**config.mk**
```make
export PLATFORM = sky130hd
export DESIGN_NAME = vrb_arb2
export DESIGN_NICKNAME = d
export VERILOG_FILES = /design/src/rtl/vrb_pkg.sv /design/src/rtl/vrb_id_fifo.sv /design/src/rtl/vrb_arb2.sv
export SDC_FILE = /design/constraint.sdc
export NUM_CORES = 1
export LEC_CHECK = 0
export BUFFER_PORTS_ARGS = -buffer_cell sky130_fd_sc_hd__buf_2
export CAP_MARGIN = 30
export CORE_AREA = 4 4 120 122
export CTS_BUF_LIST = sky130_fd_sc_hd__clkbuf_8
export CTS_CLUSTER_SIZE = 12
export DETAILED_ROUTE_END_ITERATION = 6
export DIE_AREA = 0 0 124 126
export PLACE_DENSITY = 0.45
export RECOVER_POWER = 50
export SLEW_MARGIN = 20
export SYNTH_ARGS = -nofsm -noshare
export SYNTH_HDL_FRONTEND = slang
export SYNTH_HIERARCHICAL = 1
export SYNTH_SLANG_ARGS = --single-unit
```
**constraint.sdc**
```tcl
create_clock -name clk -period 5.3 [get_ports clk]
set_clock_uncertainty 0.15 [all_clocks]
set_input_delay 1.06 -clock clk [delete_from_list [all_inputs] [get_ports clk]]
set_output_delay 1.06 -clock clk [all_outputs]
set_load 0.005 [all_outputs]
```
**src/rtl/vrb_pkg.sv**
```systemverilog
// -----------------------------------------------------------------------------
// vrb_pkg
// Shared definitions for the VRB fabric: master ids and the command and
// response bundles. Other arbiters and slaves can import these definitions.
// No ports (package).
// -----------------------------------------------------------------------------
package vrb_pkg;

   // Default fabric widths used by the bundle structs below.
   localparam int unsigned VRB_AW = 32;
   localparam int unsigned VRB_DW = 32;
   localparam int unsigned VRB_MW = VRB_DW / 8;

   // Master ids stored in the response-routing FIFO.
   localparam logic MID_IFU = 1'b0;
   localparam logic MID_LSU = 1'b1;

   typedef struct packed {
      logic              valid;
      logic [VRB_AW-1:0] addr;
      logic              read;
      logic [VRB_DW-1:0] wdata;
      logic [VRB_MW-1:0] wmask;
   } vrb_cmd_t;

   typedef struct packed {
      logic              valid;
      logic              err;
      logic [VRB_DW-1:0] rdata;
   } vrb_rsp_t;

   // Maps the "LSU granted" decision onto the id that is pushed.
   function automatic logic mid_of_gnt(input logic gnt_lsu);
      logic mid;
      if (gnt_lsu) begin
         mid = MID_LSU;
      end else begin
         mid = MID_IFU;
      end
      return mid;
   endfunction

endpackage

```
**src/rtl/vrb_id_fifo.sv**
```systemverilog
// -----------------------------------------------------------------------------
// vrb_id_fifo
// 1-bit wide, DEPTH-deep synchronous FIFO that records which master owns
// each accepted command, so in-order responses can be routed back.
// Pointers carry one extra wrap bit: full when the wrap bits differ and the
// index bits are equal, empty when the pointers are identical.
// A push and a pop may happen in the same cycle (also when full: the pop
// frees the head while the push is refused by the full check; the caller
// never pushes while full).
//
// Ports:
//   clk        in   clock, rising edge
//   rst_n      in   synchronous active-low reset (flushes the FIFO)
//   i_push     in   write i_push_id at the tail
//   i_push_id  in   id to store
//   i_pop      in   drop the head entry
//   o_pop_id   out  head entry (valid when o_empty is 0)
//   o_full     out  DEPTH entries stored
//   o_empty    out  no entries stored
// -----------------------------------------------------------------------------
module vrb_id_fifo #(
   parameter int unsigned DEPTH = 2
) (
   input  logic clk,
   input  logic rst_n,
   input  logic i_push,
   input  logic i_push_id,
   input  logic i_pop,
   output logic o_pop_id,
   output logic o_full,
   output logic o_empty
);

   localparam int unsigned PW = $clog2(DEPTH) + 1;
   localparam int unsigned IW = (DEPTH > 1) ? $clog2(DEPTH) : 1;
   // XOR pattern of the two pointers when exactly DEPTH entries are stored.
   localparam logic [PW-1:0] FULL_XOR = PW'(DEPTH);
   localparam logic [PW-1:0] PTR_ONE  = PW'(1'b1);

   logic [PW-1:0]    wr_ptr_q;
   logic [PW-1:0]    wr_ptr_d;
   logic [PW-1:0]    rd_ptr_q;
   logic [PW-1:0]    rd_ptr_d;
   logic [DEPTH-1:0] mem_q;
   logic [DEPTH-1:0] mem_d;
   logic [IW-1:0]    wr_idx_s;
   logic [IW-1:0]    rd_idx_s;
   logic             full_s;
   logic             empty_s;
   logic             do_push_s;
   logic             do_pop_s;

   // A single-entry FIFO has no index bits; its only slot is entry 0.
   generate
      if (DEPTH > 1) begin : g_idx
         assign wr_idx_s = wr_ptr_q[IW-1:0];
         assign rd_idx_s = rd_ptr_q[IW-1:0];
      end else begin : g_idx_one
         assign wr_idx_s = 1'b0;
         assign rd_idx_s = 1'b0;
      end
   endgenerate

   assign full_s    = ((wr_ptr_q ^ rd_ptr_q) == FULL_XOR);
   assign empty_s   = (wr_ptr_q == rd_ptr_q);
   assign do_push_s = i_push & ~full_s;
   assign do_pop_s  = i_pop & ~empty_s;

   assign o_full   = full_s;
   assign o_empty  = empty_s;
   assign o_pop_id = mem_q[rd_idx_s];

   // Next-state for storage and pointers.
   always_comb begin
      wr_ptr_d = wr_ptr_q;
      rd_ptr_d = rd_ptr_q;
      mem_d    = mem_q;
      if (do_push_s) begin
         mem_d[wr_idx_s] = i_push_id;
         wr_ptr_d        = wr_ptr_q + PTR_ONE;
      end else begin
         wr_ptr_d = wr_ptr_q;
      end
      if (do_pop_s) begin
         rd_ptr_d = rd_ptr_q + PTR_ONE;
      end else begin
         rd_ptr_d = rd_ptr_q;
      end
   end

   // State registers with synchronous flush.
   always_ff @(posedge clk) begin
      if (!rst_n) begin
         wr_ptr_q <= '0;
         rd_ptr_q <= '0;
         mem_q    <= '0;
      end else begin
         wr_ptr_q <= wr_ptr_d;
         rd_ptr_q <= rd_ptr_d;
         mem_q    <= mem_d;
      end
   end

endmodule

```
**src/rtl/vrb_arb2.sv**
```systemverilog
// -----------------------------------------------------------------------------
// vrb_arb2
// Two-master to one-slave VRB arbiter sitting right after the cpu core.
// m1 (LSU) has fixed priority over m0 (IFU). Commands pass through with zero
// added latency, responses are routed back with zero added latency using an
// in-order id FIFO. o_holding stalls the cpu while any requesting master has
// not been accepted this cycle.
//
// While the cpu is frozen its command outputs stay asserted, so a master that
// was already accepted during the freeze is marked "served" and ignored until
// the freeze ends; this prevents issuing the same command twice.
//
// Ports:
//   clk, rst_n                 clock, synchronous active-low reset
//   i_m0_cmd_*  / o_m0_rsp_*   IFU command in, response out
//   i_m1_cmd_*  / o_m1_rsp_*   LSU command in, response out
//   o_s_cmd_*, i_s_cmd_ready   slave command out with ready handshake
//   i_s_rsp_*                  slave response in (one per accepted command)
//   o_holding                  stall request to the cpu (combinational)
//   o_orphan                   registered pulse: response with nothing
//                              outstanding
// -----------------------------------------------------------------------------
module vrb_arb2
   import vrb_pkg::*;
#(
   parameter int unsigned AW   = 32,
   parameter int unsigned DW   = 32,
   parameter int unsigned OSTD = 2
) (
   input  logic            clk,
   input  logic            rst_n,
   input  logic            i_m0_cmd_valid,
   input  logic [AW-1:0]   i_m0_cmd_addr,
   input  logic            i_m0_cmd_read,
   input  logic [DW-1:0]   i_m0_cmd_wdata,
   input  logic [DW/8-1:0] i_m0_cmd_wmask,
   output logic            o_m0_rsp_valid,
   output logic            o_m0_rsp_err,
   output logic [DW-1:0]   o_m0_rsp_rdata,
   input  logic            i_m1_cmd_valid,
   input  logic [AW-1:0]   i_m1_cmd_addr,
   input  logic            i_m1_cmd_read,
   input  logic [DW-1:0]   i_m1_cmd_wdata,
   input  logic [DW/8-1:0] i_m1_cmd_wmask,
   output logic            o_m1_rsp_valid,
   output logic            o_m1_rsp_err,
   output logic [DW-1:0]   o_m1_rsp_rdata,
   output logic            o_s_cmd_valid,
   input  logic            i_s_cmd_ready,
   output logic [AW-1:0]   o_s_cmd_addr,
   output logic            o_s_cmd_read,
   output logic [DW-1:0]   o_s_cmd_wdata,
   output logic [DW/8-1:0] o_s_cmd_wmask,
   input  logic            i_s_rsp_valid,
   input  logic            i_s_rsp_err,
   input  logic [DW-1:0]   i_s_rsp_rdata,
   output logic            o_holding,
   output logic            o_orphan
);

   logic served_m0_q;
   logic served_m0_d;
   logic served_m1_q;
   logic served_m1_d;
   logic orphan_q;
   logic orphan_d;

   logic req_m0_s;
   logic req_m1_s;
   logic gnt_m0_s;
   logic gnt_m1_s;
   logic cmd_valid_s;
   logic acc_s;
   logic holding_s;
   logic fifo_full_s;
   logic fifo_empty_s;
   logic head_id_s;
   logic pop_s;

   // ---------------------------------------------------------------------
   // Request qualification and fixed-priority grant
   // ---------------------------------------------------------------------
   assign req_m0_s = i_m0_cmd_valid & ~served_m0_q;
   assign req_m1_s = i_m1_cmd_valid & ~served_m1_q;
   assign gnt_m1_s = req_m1_s;
   assign gnt_m0_s = req_m0_s & ~req_m1_s;

   // Full is taken before any same-cycle pop so that the slave never sees a
   // command that depends on a response arriving in the same cycle.
   assign cmd_valid_s = (req_m0_s | req_m1_s) & ~fifo_full_s;
   assign acc_s       = cmd_valid_s & i_s_cmd_ready;

   assign holding_s = (req_m0_s & ~(acc_s & gnt_m0_s))
                    | (req_m1_s & ~(acc_s & gnt_m1_s));

   assign o_s_cmd_valid = cmd_valid_s;
   assign o_holding     = holding_s;
   assign o_orphan      = orphan_q;

   // Command payload mux toward the slave; zero when nobody is granted.
   always_comb begin
      o_s_cmd_addr  = '0;
      o_s_cmd_read  = 1'b0;
      o_s_cmd_wdata = '0;
      o_s_cmd_wmask = '0;
      if (gnt_m1_s) begin
         o_s_cmd_addr  = i_m1_cmd_addr;
         o_s_cmd_read  = i_m1_cmd_read;
         o_s_cmd_wdata = i_m1_cmd_wdata;
         o_s_cmd_wmask = i_m1_cmd_wmask;
      end else if (gnt_m0_s) begin
         o_s_cmd_addr  = i_m0_cmd_addr;
         o_s_cmd_read  = i_m0_cmd_read;
         o_s_cmd_wdata = i_m0_cmd_wdata;
         o_s_cmd_wmask = i_m0_cmd_wmask;
      end else begin
         o_s_cmd_addr  = '0;
         o_s_cmd_read  = 1'b0;
         o_s_cmd_wdata = '0;
         o_s_cmd_wmask = '0;
      end
   end

   // ---------------------------------------------------------------------
   // Outstanding-command id FIFO
   // ---------------------------------------------------------------------
   assign pop_s = i_s_rsp_valid & ~fifo_empty_s;

   vrb_id_fifo #(
      .DEPTH (OSTD)
   ) u_id_fifo (
      .clk       (clk),
      .rst_n     (rst_n),
      .i_push    (acc_s),
      .i_push_id (mid_of_gnt(gnt_m1_s)),
      .i_pop     (pop_s),
      .o_pop_id  (head_id_s),
      .o_full    (fifo_full_s),
      .o_empty   (fifo_empty_s)
   );

   // Response demux: only the owner of the head entry sees the response.
   always_comb begin
      o_m0_rsp_valid = 1'b0;
      o_m0_rsp_err   = 1'b0;
      o_m0_rsp_rdata = '0;
      o_m1_rsp_valid = 1'b0;
      o_m1_rsp_err   = 1'b0;
      o_m1_rsp_rdata = '0;
      if (pop_s) begin
         if (head_id_s == MID_LSU) begin
            o_m1_rsp_valid = 1'b1;
            o_m1_rsp_err   = i_s_rsp_err;
            o_m1_rsp_rdata = i_s_rsp_rdata;
         end else begin
            o_m0_rsp_valid = 1'b1;
            o_m0_rsp_err   = i_s_rsp_err;
            o_m0_rsp_rdata = i_s_rsp_rdata;
         end
      end else begin
         o_m0_rsp_valid = 1'b0;
         o_m1_rsp_valid = 1'b0;
      end
   end

   // ---------------------------------------------------------------------
   // Served flags and orphan pulse
   // ---------------------------------------------------------------------
   // Served flags only accumulate during a freeze; the first unfrozen cycle
   // clears them because the cpu then moves on to new commands.
   always_comb begin
      served_m0_d = served_m0_q;
      served_m1_d = served_m1_q;
      if (holding_s) begin
         served_m0_d = served_m0_q | (acc_s & gnt_m0_s);
         served_m1_d = served_m1_q | (acc_s & gnt_m1_s);
      end else begin
         served_m0_d = 1'b0;
         served_m1_d = 1'b0;
      end
   end

   assign orphan_d = i_s_rsp_valid & fifo_empty_s;

   // State registers with synchronous active-low reset.
   always_ff @(posedge clk) begin
      if (!rst_n) begin
         served_m0_q <= 1'b0;
         served_m1_q <= 1'b0;
         orphan_q    <= 1'b0;
      end else begin
         served_m0_q <= served_m0_d;
         served_m1_q <= served_m1_d;
         orphan_q    <= orphan_d;
      end
   end

endmodule

```
**Word-level counts from Yosys, hierarchy flattened**

Index checks and enable logic that the tools add are counted.

- Register bits after elaboration: 9
- Input port bits: 177
- Output and inout port bits: 140
- Logic and storage cells: 66

- Add/sub/neg operators: 2
- Magnitude comparators: 3
- Eq/ne operators: 2
- Muxes and demuxes: 26
- Bitwise logic cells: 25
- Reduce and logical (&&, ||, !) cells: 2

Operator list:

| kind | count |
|---|---|
| $mux 32 | 8 |
| $mux 1 | 14 |
| $and 1x1->1 | 13 |
| $mux 4 | 2 |
| $not 1->1 | 7 |
| $add 2x1->2 const B | 2 |
| $lt 1x2->1 const B | 2 |
| $or 1x1->1 | 4 |
| $bwmux 2 | 1 |
| $eq 2x2->1 | 1 |
| $eq 2x2->1 const B | 1 |
| $reduce_and 2->1 | 1 |
| $xor 2x2->2 | 1 |
| $demux 1 s1 | 1 |
| $ge 1x1->1 const B | 1 |
| $logic_and 1x1->1 | 1 |

**Depth between registers and ports, before layout**

Gate-level depths: netlist of the first run.

- Word-level depth: 10
- Depth in mapped cells: 8
- Mapped depth without buffers: 7

**By module**

Netlist of the first run, hierarchy kept.

By module, submodules not included:

| module | times used | cells an instance | area an instance (µm²) | seq. area each (µm²) |
|---|---|---|---|---|
| vrb_arb2 | 1 | 178 | 1322.5 | 60.1 |
| vrb_id_fifo | 1 | 39 | 342.8 | 120.1 |

**Least setup slack after synthesis of the first run**

No wires, ideal clock.

- Path type: input-to-output
- Start point: input i_s_rsp_valid
- End point: output o_m0_rsp_rdata[22]
- Data arrival time: 1.742 ns
- Required time: 4.090 ns
- Setup slack: 2.348 ns
- Stages: 4
- Buffers on the path: 1
- Cells stage by stage: nor2b_4 and2b_1 buf_2 and2_1

- Word-level cells in the longest chain between the ends: 2

Ends and longest elaborated chain:

| element | RTL line | RTL |
|---|---|---|
| start: declaration | vrb_arb2.sv:54 | `input logic i_s_rsp_valid,` |
| $and 1x1->1 | vrb_arb2.sv:127 | `assign pop_s = i_s_rsp_valid & ~fifo_empty_s;` |
| $mux 32 | vrb_arb2.sv:150 | `if (pop_s) begin` |
| end: declaration | vrb_arb2.sv:39 | `output logic [DW-1:0] o_m0_rsp_rdata,` |

Every way passes these cells.

**Final worst setup path of the first run**

- Start point: input i_m1_cmd_valid
- End point: output o_s_cmd_addr[30]

- Word-level cells in the longest chain between the ends: 5

Ends and longest elaborated chain:

| element | RTL line | RTL |
|---|---|---|
| start: declaration | vrb_arb2.sv:40 | `input logic i_m1_cmd_valid,` |
| $and 1x1->1 (*) | vrb_arb2.sv:84 | `assign req_m1_s = i_m1_cmd_valid & ~served_m1_q;` |
| $not 1->1 | vrb_arb2.sv:86 | `assign gnt_m0_s = req_m0_s & ~req_m1_s;` |
| $and 1x1->1 | vrb_arb2.sv:86 |  |
| $mux 32 | vrb_arb2.sv:111 | `end else if (gnt_m0_s) begin` |
| $mux 32 (*) | vrb_arb2.sv:106 | `if (gnt_m1_s) begin` |
| end: declaration | vrb_arb2.sv:50 | `output logic [AW-1:0] o_s_cmd_addr,` |

Mark *: on every way between the ends. The rest lies on a longest branch, timed or not.

==> results of run 1 <==
[where the power goes]
part	switching [W]	internal [W]	total, W
Combinational	0.000136	0.000143	0.000279
Sequential	0.00000498	0.0000724	0.0000774
Clock	0.0000275	0.0000505	0.0000780
[sequential cells by signal, summed over array words and instances, names as in the netlist]
signal,cells
o_orphan,1
served_m0_q,1
served_m1_q,1
u_id_fifo/mem_q,2
u_id_fifo/rd_ptr_q,2
u_id_fifo/wr_ptr_q,2
[worst max-delay path: cells and delay by family]
family,cells,cell delay (ns)
and+or+nand+nor,2,0.38
buffers and inverters,4,1.50
AOI/OAI and AO/OA,1,0.33
[final cells by class]
cell class	instances	area, µm²	area share
clock buffer	3	41.3	0.0125
clock inverter	1	3.75	0.00113
inverter	2	10.0	0.00303
multi-input combinational	181	1330	0.403
sequential	9	180	0.0545
tap	176	220	0.0666
timing repair buffer	317	1520	0.459
[through the flow]
stage                     setup slack, ns  power, W
final                               0.771  0.000434
after detailed placement             1.24  0.000367
after global routing                0.577  0.000473
after CTS                            1.24  0.000448
after global placement               1.41  0.000364
after floorplan                      2.35  0.000214
[cell usage after synthesis]
cell type   n  share of area
a22o_1     69           0.36
and2_1     34           0.13
and3_1     34           0.13
clkbuf_1   11          0.025
buf_2       9          0.027
dfxtp_1     9           0.11
nand2_1     9          0.020
mux2i_1     7          0.042
nor2_1      4         0.0090
nand2b_1    3          0.011
a21oi_1     2         0.0060
buf_6       2          0.014
clkbuf_2    2         0.0060
o21ai_1     2         0.0060
xor2_2      2          0.020
a21bo_2     1         0.0060
a21boi_0    1         0.0045
a21oi_2     1         0.0053
and2b_1     1         0.0045
buf_1       1         0.0023
inv_1       1         0.0023
inv_4       1         0.0038
mux2_2      1         0.0068
nand2b_2    1         0.0053
nand2b_4    1         0.0083
nand3_1     1         0.0030
nand4_1     1         0.0038
nor2_4      1         0.0068
nor2b_4     1         0.0083
nor3b_1     1         0.0045
o211ai_1    1         0.0045
o21ai_0     1         0.0030
xnor2_1     1         0.0053
[cell families (layout without fill, tap and decap cells)]
group	after synthesis	after routing	synth area share
multiplexers	8	8	0.0488
AND/OR/NAND/NOR	92	92	0.340
AO/OA/AOI/OAI	78	78	0.398
buffers and inverters	27	323	0.0796
flip-flops	9	9	0.108
XOR/XNOR	3	3	0.0248
[path summary, 6_finish.rpt]
| kind | end | depth (start not counted) |
|---|---|---|
| setup / recovery | o_s_cmd_addr[30] | 7 |
| hold / removal | served_m0_q$_SDFF_PN0_ | 2 |
| setup reg to reg | u_id_fifo/rd_ptr_q[1]$_SDFFE_PN0P_ | 6 |
| hold reg to reg | served_m0_q$_SDFF_PN0_ | 2 |
[per-layer routing]
metal	vias to the layer above	GRT usage	part of all wire
met3	14	0.0260	0.070
met2	130	0.231	0.55
met4	0	0.0296	0.016
met1	1290	0.120	0.36
li1	1412	-	-
met5	-	0	0
[placed cells by master, fill, tap and decap left out]
cell / netlist / final
a21bo_2: 1 / 1
a21boi_0: 1 / 1
a21oi_1: 2 / 3
a22o_1: 69 / 69
and2_0: 0 / 1
and2_1: 34 / 33
and2b_1: 1 / 1
and3_1: 34 / 34
buf_2: 9 / 261
clkbuf_1: 11 / 54
clkbuf_2: 2 / 2
clkbuf_8: 0 / 3
dfxtp_1: 9 / 9
inv_1: 1 / 2
inv_4: 1 / 1
mux2_2: 1 / 1
mux2i_1: 7 / 7
nand2_1: 9 / 9
nand2b_1: 3 / 4
nand2b_2: 1 / 1
nand3_1: 1 / 1
nand4_1: 1 / 1
nor2_1: 4 / 4
nor2_4: 1 / 1
nor2b_4: 1 / 1
nor3b_1: 1 / 1
o211ai_1: 1 / 1
o21ai_0: 1 / 1
o21ai_1: 2 / 2
xnor2_1: 1 / 1
xor2_1: 0 / 1
xor2_2: 2 / 1
==> impl_metrics.env, run 1 <==
export IMPL_place_inst=685
export IMPL_cts_made_buffers=3
export IMPL_cp_start_kind="input pin"
export IMPL_clk_pin_slew_ns=0.05
export IMPL_synth_fp_nets=394
export IMPL_setup_viol=0
export IMPL_vias=2846
export IMPL_viasPerCell=4.13
export IMPL_max_stage_delay_ns=0.96
export IMPL_required_ns=4.09
export IMPL_grt_max_degree=73
export IMPL_cts_htree_levels=1
export IMPL_period_minus_slack_ns=4.53
export IMPL_worst_pin_slew_ns=1.33
export IMPL_antenna_cells=0
export IMPL_ant_nets=0
export IMPL_place_area_um2=3350
export IMPL_leakagePower_nw=1.98
export IMPL_drc=0
export IMPL_ys_types=33
export IMPL_vdd_drop_max_v=0.0000690
export IMPL_fmax_ghz=0.221
export IMPL_portBuffers=316
export IMPL_hp_class="register to register"
export IMPL_synth_area_per_cell_um2=7.67
export IMPL_synth_seq_cells=9
export IMPL_status="finished, final reports clean"
export IMPL_start_util=0.126
export IMPL_yosys_warnings=6
export IMPL_dr_pass1_iters=4
export IMPL_worstSetupPathType="input pin to output port"
export IMPL_grt_usage=0.117
export IMPL_arrival_ns=3.32
export IMPL_final_core_util=0.251
export IMPL_layout_drive_gt1_share=0.532
export IMPL_min_from="served_m0_q$_SDFF_PN0_"
export IMPL_finalHoldViolations=0
export IMPL_drt_iter0_drc=94
export IMPL_grt_ovfl_total=0
export IMPL_grt_pass1_wl_um=14700
export IMPL_clock_path_buffers=2
export IMPL_ys_seq_area_frac=0.108
export IMPL_r2r_start="u_id_fifo/rd_ptr_q[0]$_SDFFE_PN0P_"
export IMPL_insertion_delay_ns=0.23
export IMPL_final_cells=689
export IMPL_place_congestion=0.864
export IMPL_synthCells=217
export IMPL_cts_resized_gates=0
export IMPL_wire_per_inst_um=15.0
export IMPL_fin_nets=691
export IMPL_crit_slowest_cell="clkbuf_2"
export IMPL_crit_start="i_m1_cmd_valid"
export IMPL_max_slew_margin_rel=0.113
export IMPL_cts_root_buf="clkbuf_8"
export IMPL_place_hpwl_um=8780
export IMPL_ctsHoldBuffers=0
export IMPL_critical_path_cell_chain="buf_2 -> nand2b_1 -> inv_4 -> nor2_4 -> clkbuf_2 -> a22o_1 -> buf_2"
export IMPL_endpoint_kind="output port"
export IMPL_syn_cell_area_um2=1670
export IMPL_crit_fanout=72
export IMPL_core_area_um2=13200
export IMPL_rsz0062_at_grt="no"
export IMPL_tritoncts="yes"
export IMPL_cts_setup_buffers=0
export IMPL_wirelength_um=10300
export IMPL_die_w_um=124
export IMPL_numClockSinks=9
export IMPL_holdWs_ns=0.289
export IMPL_rows=42
export IMPL_nFillCells=1522
export IMPL_max_cap_violations=0
export IMPL_io_pins=317
export IMPL_grt_pass1_vias=2843
export IMPL_final_area_um2=3310
export IMPL_area_growth_pct=98.6
export IMPL_powerDensity_nw_per_um2=131
export IMPL_die_y_um=126
export IMPL_reg2reg_setup_slack_ns=3.15
export IMPL_antenna_found_initial=0
export IMPL_cp_common_cell="buf_2"
export IMPL_slew_viol_final=0
export IMPL_fin_crit_sh=0.854
export IMPL_setup_tns_ns=0
export IMPL_dieArea_um2=15600
Note: power is estimated with default switching activity, not from simulation.
==> run 2: changes to the inputs <==
Settings changed: CORE_AREA 4 4 120 122 to 4 4 121 123, DIE_AREA 0 0 124 126 to 0 0 125 127.
Clock period 5.3 ns to 4.85 ns, I/O delays scaled along.
==> impl_metrics.env, run 2 (same netlist as run 1, synthesis figures left out) <==
export IMPL_hold_path_depth=2
export IMPL_max_cap_violations=0
export IMPL_cp_start_kind="register"
export IMPL_numClockSinks=9
export IMPL_final_common_cell="buf_2"
export IMPL_portBuffers=316
export IMPL_grt_pass1_wl_um=15300
export IMPL_setup_tns_ns=0
export IMPL_start_util=0.122
export IMPL_cts_made_buffers=3
export IMPL_worstSetupPathType="register to output port"
export IMPL_die_w_um=125
export IMPL_critPathTopFamily="buffers and inverters"
export IMPL_hp_class="register to register"
export IMPL_r2r_start="u_id_fifo/rd_ptr_q[0]$_SDFFE_PN0P_"
export IMPL_layout_drive_gt1_share=0.583
export IMPL_place_hpwl_um=9380
export IMPL_max_slew_margin_rel=0.101
export IMPL_crit_slowest_cell="clkbuf_1"
export IMPL_drt_iter0_drc=173
export IMPL_crit_fanout=37
export IMPL_vdd_drop_max_v=0.0000421
export IMPL_cp_common_cell="clkbuf_1"
export IMPL_viasPerCell=4.22
export IMPL_cts_root_buf="clkbuf_8"
export IMPL_core_area_um2=13700
export IMPL_top_regs="u_id_fifo/mem_q x2, u_id_fifo/rd_ptr_q x2, u_id_fifo/wr_ptr_q x2"
export IMPL_setup_viol=0
export IMPL_ctsHoldBuffers=0
export IMPL_tritoncts="yes"
export IMPL_endpoint_kind="output port"
export IMPL_area_growth_pct=103
export IMPL_grt_ovfl_total=0
export IMPL_worst_pin_slew_ns=1.35
export IMPL_powerDensity_nw_per_um2=144
export IMPL_insertion_delay_ns=0.23
export IMPL_period_minus_slack_ns=3.88
export IMPL_ff_latch_area_um2=180
export IMPL_drc=0
export IMPL_total_power_w=0.000486
export IMPL_grt_usage=0.119
export IMPL_wirelength_um=10900
export IMPL_rows=43
export IMPL_clock_path_buffers=2
export IMPL_wire_per_inst_um=15.7
export IMPL_crit_buf_inv=2
export IMPL_r2r_cells=7
export IMPL_dr_pass1_iters=4
export IMPL_cp_depth=6
export IMPL_grt_max_degree=73
export IMPL_io_pins=317
export IMPL_antenna_found_initial=0
export IMPL_fin_nets=693
export IMPL_nFillCells=1570
export IMPL_arrival_ns=2.76
export IMPL_required_ns=3.73
export IMPL_crit_start="u_id_fifo/rd_ptr_q[0]$_SDFFE_PN0P_"
export IMPL_ant_nets=0
export IMPL_clk_pin_slew_ns=0.05
export IMPL_multi_input_area_um2=1340
export IMPL_rsz0062_at_grt="no"
export IMPL_leakagePower_nw=2.08
export IMPL_final_cell_mix="buf_2, a22o_1, and3_1"
export IMPL_fin_crit_sh=0.801
export IMPL_critical_path_cell_chain="xor2_1 -> nor2_1 -> nor2b_4 -> clkbuf_1 -> and3_1 -> clkbuf_1"
export IMPL_min_from="served_m0_q$_SDFF_PN0_"
export IMPL_place_congestion=1.01
export IMPL_die_y_um=127
export IMPL_finalHoldViolations=0
export IMPL_cts_resized_gates=0
export IMPL_cts_setup_buffers=0
export IMPL_status="finished, final reports clean"
export IMPL_vias=2937
export IMPL_grt_pass1_vias=2763
export IMPL_fmax_ghz=0.258
export IMPL_max_stage_delay_ns=0.99
export IMPL_cts_htree_levels=1
export IMPL_slew_viol_final=0
export IMPL_dieArea_um2=15900
-- run 2: area by class of cell --
type | instances | share of cell area
clock inverters | 1 | 0.00111
inverters | 2 | 0.00296
clock buffers | 3 | 0.0122
diodes | 1 | 0.000741
repair buffers | 319 | 0.466
multi-input cells | 181 | 0.397
flip-flops and latches | 9 | 0.0534
well taps | 180 | 0.0667
-- run 2: power by group --
group / switching [W] / total (W) / internal (W)
Sequential: 0.00000584 / 0.0000850 / 0.0000791
Combinational: 0.000152 / 0.000315 / 0.000163
Clock: 0.0000310 / 0.0000863 / 0.0000553
Total: 0.000189 / 0.000486 / 0.000297
-- run 2: stage by stage --
step                      utilization  cell area [µm²]  hold WS, ns  cells  setup WS (ns)
after floorplan                     -             1670        0.267    217           2.08
after global placement          0.246             3360        0.291    690           1.20
after detailed placement        0.246             3360        0.288    690           1.18
after CTS                       0.249             3410        0.298    694           1.18
after global routing            0.247             3370        0.315    695          0.756
final                           0.247             3380        0.298    696          0.967
-- run 2: worst paths after layout --
path	to	slack (ns)
setup reg to reg	u_id_fifo/rd_ptr_q[1]$_SDFFE_PN0P_	2.03
hold reg to reg	served_m0_q$_SDFF_PN0_	0.30
hold / removal	served_m0_q$_SDFF_PN0_	0.30
setup / recovery	o_m1_rsp_rdata[1]	0.97
-- run 2: metal layers --
layer | track usage | wire [µm]
met1 | 0.144 | 4220
met2 | 0.220 | 5810
met3 | 0.0209 | 707
met4 | 0.0255 | 207
met5 | 0 | 0
-- run 2: worst register-to-register path: stages (launching register included) --
cell and delay, ns:
dfxtp_1 0.49, xor2_1 0.33, nor2_1 0.16, nor2b_4 0.13
clkbuf_1 0.99, nand2_1 0.18, mux2i_1 0.20, a21boi_0 0.09
==> run 3: changes to the inputs <==
Settings changed: PLACE_DENSITY 0.45 to 0.46.
Clock period 4.85 ns to 3.35 ns, I/O delays scaled along.
==> impl_metrics.env, run 3 (same netlist as run 1, synthesis figures left out) <==
export IMPL_status="finished, final reports clean"
export IMPL_area_growth_pct=102
export IMPL_final_cell_mix="buf_2, a22o_1, clkbuf_1"
export IMPL_cts_htree_levels=1
export IMPL_finalHoldViolations=0
export IMPL_viasPerCell=4.20
export IMPL_r2r_start="u_id_fifo/rd_ptr_q[0]$_SDFFE_PN0P_"
export IMPL_grt_pass1_vias=2998
export IMPL_required_ns=2.53
export IMPL_start_util=0.122
export IMPL_cts_made_buffers=3
export IMPL_max_stage_delay_ns=0.59
export IMPL_crit_slowest_cell="clkbuf_4"
export IMPL_arrival_ns=2.17
export IMPL_pre_cts_slack_ns=0.590
export IMPL_numClockSinks=9
export IMPL_grt_ovfl_total=0
export IMPL_use_met1=0.120
export IMPL_max_cap_violations=0
export IMPL_gr_usage_met2=0.216
export IMPL_cts_resized_gates=0
export IMPL_cts_root_buf="clkbuf_8"
export IMPL_place_hpwl_um=8730
export IMPL_critPathTopFamily="buffers and inverters"
export IMPL_met3_usage=0.0230
export IMPL_drc=0
export IMPL_crit_buf_inv=4
export IMPL_crit_end="o_s_cmd_wmask[1]"
export IMPL_core_area_um2=13700
export IMPL_hp_class="register to register"
export IMPL_top_regs="u_id_fifo/mem_q x2, u_id_fifo/rd_ptr_q x2, u_id_fifo/wr_ptr_q x2"
export IMPL_fin_nets=694
export IMPL_wire_per_inst_um=14.5
export IMPL_slew_viol_final=0
export IMPL_power_frac_clock=0.179
export IMPL_p_int_w=0.000423
export IMPL_final_cells=696
export IMPL_antenna_found_initial=0
export IMPL_rows=43
export IMPL_endpoint_kind="output port"
export IMPL_crit_start="i_m1_cmd_valid"
export IMPL_portBuffers=316
export IMPL_period_minus_slack_ns=2.99
export IMPL_total_power_w=0.000691
export IMPL_worstSetupPathType="input pin to output port"
export IMPL_io_pins=317
export IMPL_hold_path_depth=2
export IMPL_critical_path_cell_chain="buf_2 -> nand2b_1 -> inv_4 -> nor2_4 -> clkbuf_4 -> a22o_1 -> buf_2"
export IMPL_rsz0062_at_grt="no"
export IMPL_switching_share=0.387
export IMPL_ctsHoldBuffers=0
export IMPL_place_congestion=0.919
export IMPL_dieArea_um2=15900
export IMPL_setup_viol=0
export IMPL_fmax_ghz=0.334
export IMPL_seq_power_share=0.178
export IMPL_holdWs_ns=0.288
export IMPL_r2r_end="u_id_fifo/wr_ptr_q[1]$_SDFFE_PN0P_"
export IMPL_ant_nets=0
export IMPL_cp_common_cell="buf_2"
export IMPL_comb_power_share=0.643
export IMPL_antenna_cells=0
export IMPL_p_sw_w=0.000267
export IMPL_reg2reg_setup_slack_ns=1.22
export IMPL_cts_setup_buffers=0
export IMPL_grt_busiest_layer="met2"
export IMPL_leakagePower_nw=2.05
export IMPL_clock_path_buffers=2
export IMPL_insertion_delay_ns=0.23
export IMPL_layout_setup_ws_ns=0.357
export IMPL_final_common_cell="buf_2"
export IMPL_vias=2922
export IMPL_grt_pass1_wl_um=14800
export IMPL_place_inst=692
export IMPL_fin_crit_sh=0.893
export IMPL_grt_usage=0.111
export IMPL_powerDensity_nw_per_um2=206
export IMPL_worst_pin_slew_ns=0.736
export IMPL_cp_start_kind="input pin"
export IMPL_max_slew_margin_rel=0.509
export IMPL_crit_fanout=69
export IMPL_cp_depth=7
export IMPL_r2r_cells=7
export IMPL_clk_pin_slew_ns=0.05
export IMPL_vdd_drop_max_v=0.0000748
export IMPL_die_y_um=127
export IMPL_nFillCells=1560
export IMPL_tritoncts="yes"
export IMPL_wirelength_um=10100
export IMPL_setup_tns_ns=0
export IMPL_die_w_um=125
export IMPL_grt_max_degree=72
export IMPL_drt_iter0_drc=105
export IMPL_layout_drive_gt1_share=0.547
export IMPL_dr_pass1_iters=4
==> run 3: how the worst min path moves through the flow <==
stage	slack [ns]	end	from
CTS	0.29	served_m0_q$_SDFF_PN0_	served_m0_q$_SDFF_PN0_
finish	0.29	served_m0_q$_SDFF_PN0_	served_m0_q$_SDFF_PN0_
detailed placement	0.28	served_m0_q$_SDFF_PN0_	served_m0_q$_SDFF_PN0_
global placement	0.28	served_m0_q$_SDFF_PN0_	served_m0_q$_SDFF_PN0_
global route	0.32	served_m0_q$_SDFF_PN0_	served_m0_q$_SDFF_PN0_
floorplan	0.27	served_m0_q$_SDFF_PN0_	served_m0_q$_SDFF_PN0_
==> run 3: routing by layer <==
| metal | routed length [µm] | up-vias |
|---|---|---|
| li1 | - | 1416 |
| met1 | 3660 | 1332 |
| met2 | 5530 | 152 |
| met3 | 660 | 22 |
| met4 | 232 | 0 |
| met5 | 0 | - |
==> run 3: through the flow <==
step	instance area, µm²	utilization
floorplan	1670	-
global placement	3400	0.249
detailed placement	3400	0.249
CTS	3450	0.252
global route	3360	0.246
finish	3360	0.246
==> run 3: area by class of cell <==
cell class	count	area (µm²)	area share
Multi-Input combinational cell	181	1330	0.397
Clock inverter	1	3.75	0.00112
Inverter	2	10.0	0.00298
Sequential cell	9	180	0.0537
Tap cell	180	225	0.0671
Timing Repair Buffer	320	1560	0.466
Clock buffer	3	41.3	0.0123
==> run 3: worst register-to-register path: stages, from the launching register on <==
cell and delay [ns]:
dfxtp_1 0.45, xor2_1 0.32, nor2_1 0.10, nand2b_1 0.21, a21oi_1 0.24, nand2_1 0.10
a21oi_1 0.26, mux2i_1 0.22
==> run 3: power by group through the flow <==
stage | clock (W) | combinational (W) | sequential, W
2_1_floorplan | 0 | 0.000217 | 0.000122
3_3_place_gp | 0 | 0.000459 | 0.000125
3_5_place_dp | 0 | 0.000461 | 0.000126
4_1_cts | 0.000130 | 0.000464 | 0.000124
5_1_grt | 0.000137 | 0.000488 | 0.000124
6_report | 0.000124 | 0.000444 | 0.000123
